## config.mk

```make
export PLATFORM = sky130hd
export DESIGN_NAME = fc_neuron_mac
export DESIGN_NICKNAME = d
export VERILOG_FILES = /design/src/rtl/fc_neuron_mac.sv
export SDC_FILE = /design/constraint.sdc
export NUM_CORES = 2
export LEC_CHECK = 0
export BUFFER_PORTS_ARGS = -buffer_cell sky130_fd_sc_hd__buf_2
export CAP_MARGIN = 40
export CELL_PAD_IN_SITES_DETAIL_PLACEMENT = 0
export CELL_PAD_IN_SITES_GLOBAL_PLACEMENT = 1
export CORE_AREA = 2 2 288 290
export DETAILED_ROUTE_END_ITERATION = 16
export DIE_AREA = 0 0 290 292
export GPL_ROUTABILITY_DRIVEN = 0
export HOLD_SLACK_MARGIN = 0.06
export PLACE_DENSITY = 0.84
export SLEW_MARGIN = 20
export SYNTH_ARGS = -nofsm -noshare
export SYNTH_HDL_FRONTEND = slang
export SYNTH_SLANG_ARGS = --single-unit
```

## constraint.sdc

```tcl
create_clock -name clk -period 6.2 [get_ports clk]
set_input_delay 0.62 -clock clk [delete_from_list [all_inputs] [get_ports clk]]
set_output_delay 0.62 -clock clk [all_outputs]
set_load 0.02 [all_outputs]
```

## src/rtl/fc_neuron_mac.sv

```systemverilog
// fc_neuron_mac
//   Fully-connected neuron for the FNN accelerator layer array. It holds its own
//   weight memory and a run-time bias, both written over the shared layer/neuron
//   config bus. It accumulates one streamed input vector per result with a
//   saturating MAC, adds the bias, applies the activation and holds the result
//   until downstream accepts it.
//
//   Optional feature macro: FC_NEURON_SAT_FLAG_EN adds the sat_flag output.
//
// Ports
//   clk, rst                       clock, synchronous active-high reset
//   cfg_layer_num, cfg_neuron_num  config target; writes need both to match
//   weight_valid, weight_value     weight write strobe / data (low DW bits)
//   bias_valid, bias_value         bias write strobe / data (low DW bits)
//   in_valid, in_ready, in_data    input sample stream
//   out_valid, out_ready, out_data activated result, held until accepted
//   sat_flag (macro only)          any saturation occurred for this result
module fc_neuron_mac #(
  parameter int LAYER_NO   = 2,
  parameter int NEURON_NO  = 0,
  parameter int NUM_WEIGHT = 30,
  parameter int DATA_WIDTH = 16,
  parameter int FRAC_BITS  = 8,
  parameter int ACT_MODE   = 1
) (
  input  logic                  clk,
  input  logic                  rst,
  input  logic [31:0]           cfg_layer_num,
  input  logic [31:0]           cfg_neuron_num,
  input  logic                  weight_valid,
  input  logic [31:0]           weight_value,
  input  logic                  bias_valid,
  input  logic [31:0]           bias_value,
  input  logic                  in_valid,
  output logic                  in_ready,
  input  logic [DATA_WIDTH-1:0] in_data,
  output logic                  out_valid,
  input  logic                  out_ready,
  output logic [DATA_WIDTH-1:0] out_data
`ifdef FC_NEURON_SAT_FLAG_EN
  ,
  output logic                  sat_flag
`endif
);

  localparam int DW = DATA_WIDTH;
  localparam int PW = 2 * DATA_WIDTH;
  localparam int AW = $clog2(NUM_WEIGHT);
  localparam logic [AW-1:0] LAST_IDX = AW'(NUM_WEIGHT - 1);
  localparam logic signed [PW-1:0] ACC_MAX = {1'b0, {(PW-1){1'b1}}};
  localparam logic signed [PW-1:0] ACC_MIN = {1'b1, {(PW-1){1'b0}}};
  localparam logic signed [PW-1:0] RES_MAX = {{(DW+1){1'b0}}, {(DW-1){1'b1}}};
  localparam logic signed [PW-1:0] RES_MIN = {{(DW+1){1'b1}}, {(DW-1){1'b0}}};

  typedef enum logic [1:0] {ST_LOAD, ST_DRAIN, ST_BIAS, ST_OUT} state_e;

  function automatic logic signed [PW-1:0] sext(input logic [DW-1:0] v);
    return $signed({{DW{v[DW-1]}}, v});
  endfunction

  // Two's-complement overflow happens only when both operands share a sign
  // and the truncated sum does not.
  function automatic logic add_ovf(input logic signed [PW-1:0] a,
                                   input logic signed [PW-1:0] b);
    logic signed [PW-1:0] s;
    s = a + b;
    return (a[PW-1] == b[PW-1]) && (s[PW-1] != a[PW-1]);
  endfunction

  function automatic logic signed [PW-1:0] sat_add(input logic signed [PW-1:0] a,
                                                   input logic signed [PW-1:0] b);
    if (add_ovf(a, b)) return a[PW-1] ? ACC_MIN : ACC_MAX;
    return a + b;
  endfunction

  function automatic logic [DW-1:0] activate(input logic signed [PW-1:0] a);
    logic signed [PW-1:0] sh;
    logic [DW-1:0]        r;
    sh = a >>> FRAC_BITS;
    if (sh > RES_MAX)      r = RES_MAX[DW-1:0];
    else if (sh < RES_MIN) r = RES_MIN[DW-1:0];
    else                   r = sh[DW-1:0];
    if (ACT_MODE == 1 && r[DW-1]) r = '0;
    return r;
  endfunction

`ifdef FC_NEURON_SAT_FLAG_EN
  function automatic logic res_ovf(input logic signed [PW-1:0] a);
    logic signed [PW-1:0] sh;
    sh = a >>> FRAC_BITS;
    return (sh > RES_MAX) || (sh < RES_MIN);
  endfunction
`endif

  state_e               state_q, state_d;
  logic [1:0]           drain_q, drain_d;
  logic [AW-1:0]        cnt_q, cnt_d;
  logic [AW-1:0]        wptr_q, wptr_d;
  logic [DW-1:0]        bias_q, bias_d;
  logic signed [PW-1:0] acc_q, acc_d;
  logic signed [PW-1:0] prod_q, prod_d;
  logic                 rd_vld_q, rd_vld_d;
  logic                 prod_vld_q, prod_vld_d;
  logic [DW-1:0]        rdata_q, rdata_d;
  logic [DW-1:0]        x_q, x_d;
  logic                 out_valid_q, out_valid_d;
  logic [DW-1:0]        out_data_q, out_data_d;
  logic [DW-1:0]        mem_q [NUM_WEIGHT];

  logic                 cfg_hit;
  logic                 weight_we;
  logic                 accept;
  logic                 out_fire;
  logic signed [PW-1:0] bias_ext;

  assign cfg_hit   = (cfg_layer_num == 32'(LAYER_NO)) && (cfg_neuron_num == 32'(NEURON_NO));
  assign weight_we = weight_valid && cfg_hit;
  assign accept    = in_valid && in_ready;
  assign out_fire  = out_valid_q && out_ready;
  assign bias_ext  = sext(bias_q) <<< FRAC_BITS;

  // Next-state logic
  always_comb begin
    state_d = state_q;
    drain_d = drain_q;
    case (state_q)
      ST_LOAD: begin
        if (accept && cnt_q == LAST_IDX) begin
          state_d = ST_DRAIN;
          drain_d = '0;
        end
      end
      ST_DRAIN: begin
        drain_d = drain_q + 2'd1;
        if (drain_q == 2'd2) state_d = ST_BIAS;
      end
      ST_BIAS: state_d = ST_OUT;
      ST_OUT:  if (out_fire) state_d = ST_LOAD;
      default: state_d = ST_LOAD;
    endcase
  end

  // Outputs
  always_comb begin
    in_ready  = (state_q == ST_LOAD);
    out_valid = out_valid_q;
    out_data  = out_data_q;
  end

  // Datapath: registered memory read -> registered multiply -> accumulate.
  // The read uses the pre-edge memory contents, so a same-address write in the
  // same cycle returns the old word.
  always_comb begin
    wptr_d      = wptr_q;
    bias_d      = bias_q;
    cnt_d       = cnt_q;
    rd_vld_d    = accept;
    rdata_d     = mem_q[cnt_q];
    x_d         = accept ? in_data : x_q;
    prod_vld_d  = rd_vld_q;
    prod_d      = sext(rdata_q) * sext(x_q);
    acc_d       = acc_q;
    out_valid_d = out_valid_q;
    out_data_d  = out_data_q;

    if (weight_we) wptr_d = (wptr_q == LAST_IDX) ? '0 : wptr_q + 1'b1;
    if (bias_valid && cfg_hit) bias_d = bias_value[DW-1:0];
    if (accept) cnt_d = (cnt_q == LAST_IDX) ? '0 : cnt_q + 1'b1;

    if (prod_vld_q) acc_d = sat_add(acc_q, prod_q);
    if (state_q == ST_BIAS) acc_d = sat_add(acc_q, bias_ext);

    // The result is narrowed one cycle after entering OUT, which gives the
    // five-edge latency from the last accepted sample.
    if (state_q == ST_OUT && !out_valid_q) begin
      out_valid_d = 1'b1;
      out_data_d  = activate(acc_q);
    end
    if (out_fire) begin
      out_valid_d = 1'b0;
      acc_d       = '0;
      cnt_d       = '0;
    end
  end

  always_ff @(posedge clk) begin
    if (rst) begin
      state_q     <= ST_LOAD;
      drain_q     <= '0;
      cnt_q       <= '0;
      wptr_q      <= '0;
      bias_q      <= '0;
      acc_q       <= '0;
      prod_q      <= '0;
      rd_vld_q    <= 1'b0;
      prod_vld_q  <= 1'b0;
      rdata_q     <= '0;
      x_q         <= '0;
      out_valid_q <= 1'b0;
      out_data_q  <= '0;
    end else begin
      state_q     <= state_d;
      drain_q     <= drain_d;
      cnt_q       <= cnt_d;
      wptr_q      <= wptr_d;
      bias_q      <= bias_d;
      acc_q       <= acc_d;
      prod_q      <= prod_d;
      rd_vld_q    <= rd_vld_d;
      prod_vld_q  <= prod_vld_d;
      rdata_q     <= rdata_d;
      x_q         <= x_d;
      out_valid_q <= out_valid_d;
      out_data_q  <= out_data_d;
    end
  end

  // Weight memory keeps its contents across reset.
  always_ff @(posedge clk) begin
    if (weight_we) mem_q[wptr_q] <= weight_value[DW-1:0];
  end

`ifdef FC_NEURON_SAT_FLAG_EN
  logic sat_q, sat_d;

  always_comb begin
    sat_d = sat_q;
    if (prod_vld_q && add_ovf(acc_q, prod_q)) sat_d = 1'b1;
    if (state_q == ST_BIAS && add_ovf(acc_q, bias_ext)) sat_d = 1'b1;
    if (state_q == ST_OUT && !out_valid_q && res_ovf(acc_q)) sat_d = 1'b1;
    if (out_fire) sat_d = 1'b0;
  end

  always_ff @(posedge clk) begin
    if (rst) sat_q <= 1'b0;
    else     sat_q <= sat_d;
  end

  assign sat_flag = sat_q;
`endif

  if (DW < 32) begin : g_unused
    logic unused_cfg_bits;
    assign unused_cfg_bits = ^{weight_value[31:DW], bias_value[31:DW]};
  end

endmodule

```

==> impl_results.rst <==
.. list-table::
   :header-rows: 1

   * - Metric
     - Value
   * - Clock sink count
     - 624
   * - Sequence of cells on the critical path
     - buf_4, nand2_1, fa_1, inv_1, fa_1, fa_1, fa_1, fa_1, inv_1, fa_1, inv_1, ha_1, a21o_1, a21o_1, a211o_1, nor3_2, and3_4, nor4_2, o32ai_2, xnor2_1, nor2_1
   * - Cell variety after synth
     - 85
   * - Proportion of netlist area held by the largest area contributor
     - 0.3953
   * - Final Routed Wirelength
     - 86.72 mm
   * - Die Outline Area
     - 84680 µm²
   * - CTS tree
     - yes
   * - Reg-to-reg slack, setup
     - 0.21 ns
   * - Pin slew with the least headroom to its limit
     - 0.8166 ns
   * - Die Y-Extent
     - 292 µm
   * - Time the worst path needs with I/O delays and setup
     - 5.995 ns
   * - Synth Flop Type
     - sky130_fd_sc_hd__edfxtp_1
   * - Share of flip-flops with an asynchronous set or reset after synthesis
     - 0
   * - Total gr overflow
     - 0
   * - Final clock period utilization by the worst path
     - 0.9669
   * - Routed WL per cell
     - 20.92 µm
   * - Insertion delay to the later sink of the worst-skew pair
     - 0.69 ns
   * - Number of buffers inserted by port buffering
     - 134
   * - Number of cells produced by synthesis
     - 2830
   * - Share of layout cells above drive strength 1
     - 0.1886
   * - Remaining routing DRC violations
     - 0
   * - Reported max-cap violation count
     - 0
   * - Wire length of the first global-routing pass
     - 135.2 mm
   * - Worst hold slack
     - 0.1686 ns
   * - Number of warning messages in the yosys log
     - 0
   * - Number of cells in the finished layout apart from fillers
     - 4145
   * - Delay-heaviest family, CP
     - adder cells
   * - CTS Root Cell
     - sky130_fd_sc_hd__clkbuf_16
   * - Number of buffer and inverter stages on the critical path
     - 4
   * - Number of cell instances on the worst register-to-register path
     - 21
   * - Pin count of the biggest net entering global routing
     - 75
   * - Number of CTS-inserted buffers
     - 61
   * - Worst Setup End Kind
     - flip-flop
   * - Final antenna diode count
     - 0
   * - Worst Min Path Start
     - in_data[0]
   * - Post-layout worst setup margin
     - 0.2051 ns
   * - Synthesized netlist net count
     - 3391
   * - Biggest fanout along the worst timing path
     - 6
   * - Number of enable flip-flop cells after synthesis
     - 480
   * - Core area
     - 81580 µm²
   * - Portion of the post-synthesis area used by sequential elements
     - 0.4744
   * - Total number of vias
     - 22730
   * - Worst path required time
     - 6.67 ns
   * - Terminus of the critical flop-to-flop path
     - prod_q[31]
   * - Maximum vdd drop
     - 0.3242 mV
   * - Leakage dissipation
     - 16.35 nW
   * - First DRT Iteration DRCs
     - 1856
   * - Initial antenna violation count
     - 1
   * - Final layout net count
     - 3583
   * - Worst path max stage delay
     - 0.59 ns
   * - Cell area after synthesis
     - 36460 µm²
   * - Pre-CTS setup slack
     - 0.008074 ns
   * - Most frequent CP cell
     - sky130_fd_sc_hd__fa_1
   * - Slew HR
     - 0.4543
   * - Antenna viol nets, final
     - 0
   * - Most common library cell in the layout ignoring fill and taps
     - sky130_fd_sc_hd__edfxtp_1
   * - Via count normalized by instance count
     - 5.484
   * - Classification of the worst setup path
     - flip-flop to flip-flop
   * - First-pass iteration count of the detailed router
     - 5
   * - Starting utilization of the core area
     - 0.4469
   * - # placed instances
     - 4027
   * - Worst clock skew
     - 0.08614 ns
   * - Min-delay worst type
     - input port to flip-flop
   * - Kind of start point of the critical path
     - flip-flop
   * - Number of flip-flops and latches in the synthesized netlist
     - 624
   * - Cells taking the most area after synthesis
     - sky130_fd_sc_hd__edfxtp_1 (40%), sky130_fd_sc_hd__fa_1 (14%), sky130_fd_sc_hd__mux4_2 (8.9%), sky130_fd_sc_hd__dfxtp_1 (7.9%), sky130_fd_sc_hd__ha_1 (5.0%)
   * - Total count of hold-check failures in the final report
     - 0
   * - HPWL after detailed placement
     - 59.61 mm
   * - Clock transition at the registers of the reported paths
     - 0.09 ns
   * - Hold worst-path end
     - x_q[0]
   * - Startpoint of the worst-slack reg-to-reg timing path
     - x_q[7]
   * - Gr usage total
     - 0.2061
   * - Number of slew-limit violations in the final report
     - 0
   * - Biggest area consumer among synthesized cells
     - sky130_fd_sc_hd__edfxtp_1
   * - Boundary pin count
     - 168
   * - Highest-count cells in the layout ignoring fill and taps
     - sky130_fd_sc_hd__edfxtp_1 (480), sky130_fd_sc_hd__inv_1 (314), sky130_fd_sc_hd__fa_1 (261)
   * - Number of filler instances in the final layout
     - 6890
   * - Total number of H-tree levels
     - 2
   * - Via count of the first global-routing pass
     - 23390
   * - Data arrival, critical path
     - 6.46 ns
   * - Power per Cell Area
     - 263.9 nW/µm²
   * - Number of setup violations in the final report
     - 0
   * - Synthesized area per cell
     - 12.88 µm²
   * - Area grow syn2layout
     - 12.91%
   * - Longest Clk Path Bufs
     - 3
   * - Fmax
     - 166.8 MHz
   * - Die extent in x
     - 290 µm
   * - Number of rows created at floorplan
     - 105
   * - Hold Path Cell Cnt
     - 3
   * - Result of the run
     - finished clean
   * - TNS Setup
     - 0 ns
   * - CP max-delay cell
     - sky130_fd_sc_hd__fa_1
-- routing by layer --
layer | routed length [µm] | track usage | vias up
li1 | - | - | 10390
met1 | 34770 | 0.2590 | 11530
met2 | 44700 | 0.3673 | 642
met3 | 4634 | 0.03151 | 174
met4 | 2596 | 0.06326 | 2
met5 | 13 | 0 | -
-- state kept, by name, summed over array words and instances (netlist names) --
signal / cells
acc_q: 32
bias_q: 16
cnt_q: 5
drain_q: 2
mem_q: 480
out_data: 15
out_valid: 1
prod_q: 32
prod_vld_d: 1
prod_vld_q: 1
rdata_q: 16
state_q: 2
wptr_q: 5
x_q: 16
-- worst max path at each step --
stage	start	endpoint	slack, ns	depth (start not counted)
after floorplan	rdata_q[15]	prod_q[31]	0.07	21
after global placement	x_q[3]	prod_q[31]	0.04	20
after detailed placement	x_q[3]	prod_q[31]	0.008	19
after CTS	rdata_q[2]	prod_q[30]	0.003	20
after global routing	x_q[1]	prod_q[31]	-0.02	22
final	x_q[7]	prod_q[31]	0.21	21
-- synthesized netlist by cell type (all sizes together), types with 32 or more instances --
master,count
o21ai,41
fa,264
a21oi,115
ha,147
nor2,191
edfxtp,480
inv,314
nor4,36
mux4,144
dfxtp,144
nor3,38
xnor2,52
nand2,236
mux2i,36
clkbuf,91
a31oi,32
and2,130
a21o,32
-- logic make-up (layout without fill, tap and decap cells) --
group / Yosys count / after routing / synth area share
compound gates: 340 / 340 / 0.06345
xor+xnor: 81 / 81 / 0.01946
fa+ha+maj: 411 / 411 / 0.1954
buf+inv: 434 / 679 / 0.04581
flops: 624 / 624 / 0.4744
mux: 198 / 198 / 0.1044
other cells: 1 / 1 / 0.0001029
simple gates: 741 / 741 / 0.09698
-- what timing repair did --
item,4_1_cts,5_1_grt
hold buffers,0,0
setup buffers,0,1
gates resized for setup,1,34
pin swaps,0,3
endpoints found under the setup margin,5,12
-- per-stage QoR --
stage / total power, mW / util / instance area, µm²
5_1_grt: 11.38 / 0.5046 / 41170
3_3_place_gp: 6.984 / 0.4764 / 38870
3_5_place_dp: 7.021 / 0.4769 / 38910
6_report: 10.86 / 0.5046 / 41170
4_1_cts: 10.93 / 0.5031 / 41050
2_1_floorplan: 6.332 / - / 36460
-- tightest hold or removal path: stages --
cell                      delay, ns
sky130_fd_sc_hd__buf_2         0.09
sky130_fd_sc_hd__nand2_1       0.05
sky130_fd_sc_hd__a21oi_1       0.05
-- cell type report --
type                       instances  area (µm²)  area share
multi-input combinational       1772       17570      0.4267
sequential                       624       17330      0.4211
timing repair buffer             249        1612     0.03915
clock buffer                      64        1538     0.03735
tap                             1070        1339     0.03252
inverter                         314        1179     0.02863
clock inverter                    52       599.3     0.01456
-- where the power goes --
| part | internal (mW) | switching [mW] |
|---|---|---|
| Sequential | 4.59 | 0.120 |
| Combinational | 0.984 | 1.26 |
| Clock | 2.21 | 1.70 |
No activity file was read; power rests on OpenSTA's default activity.
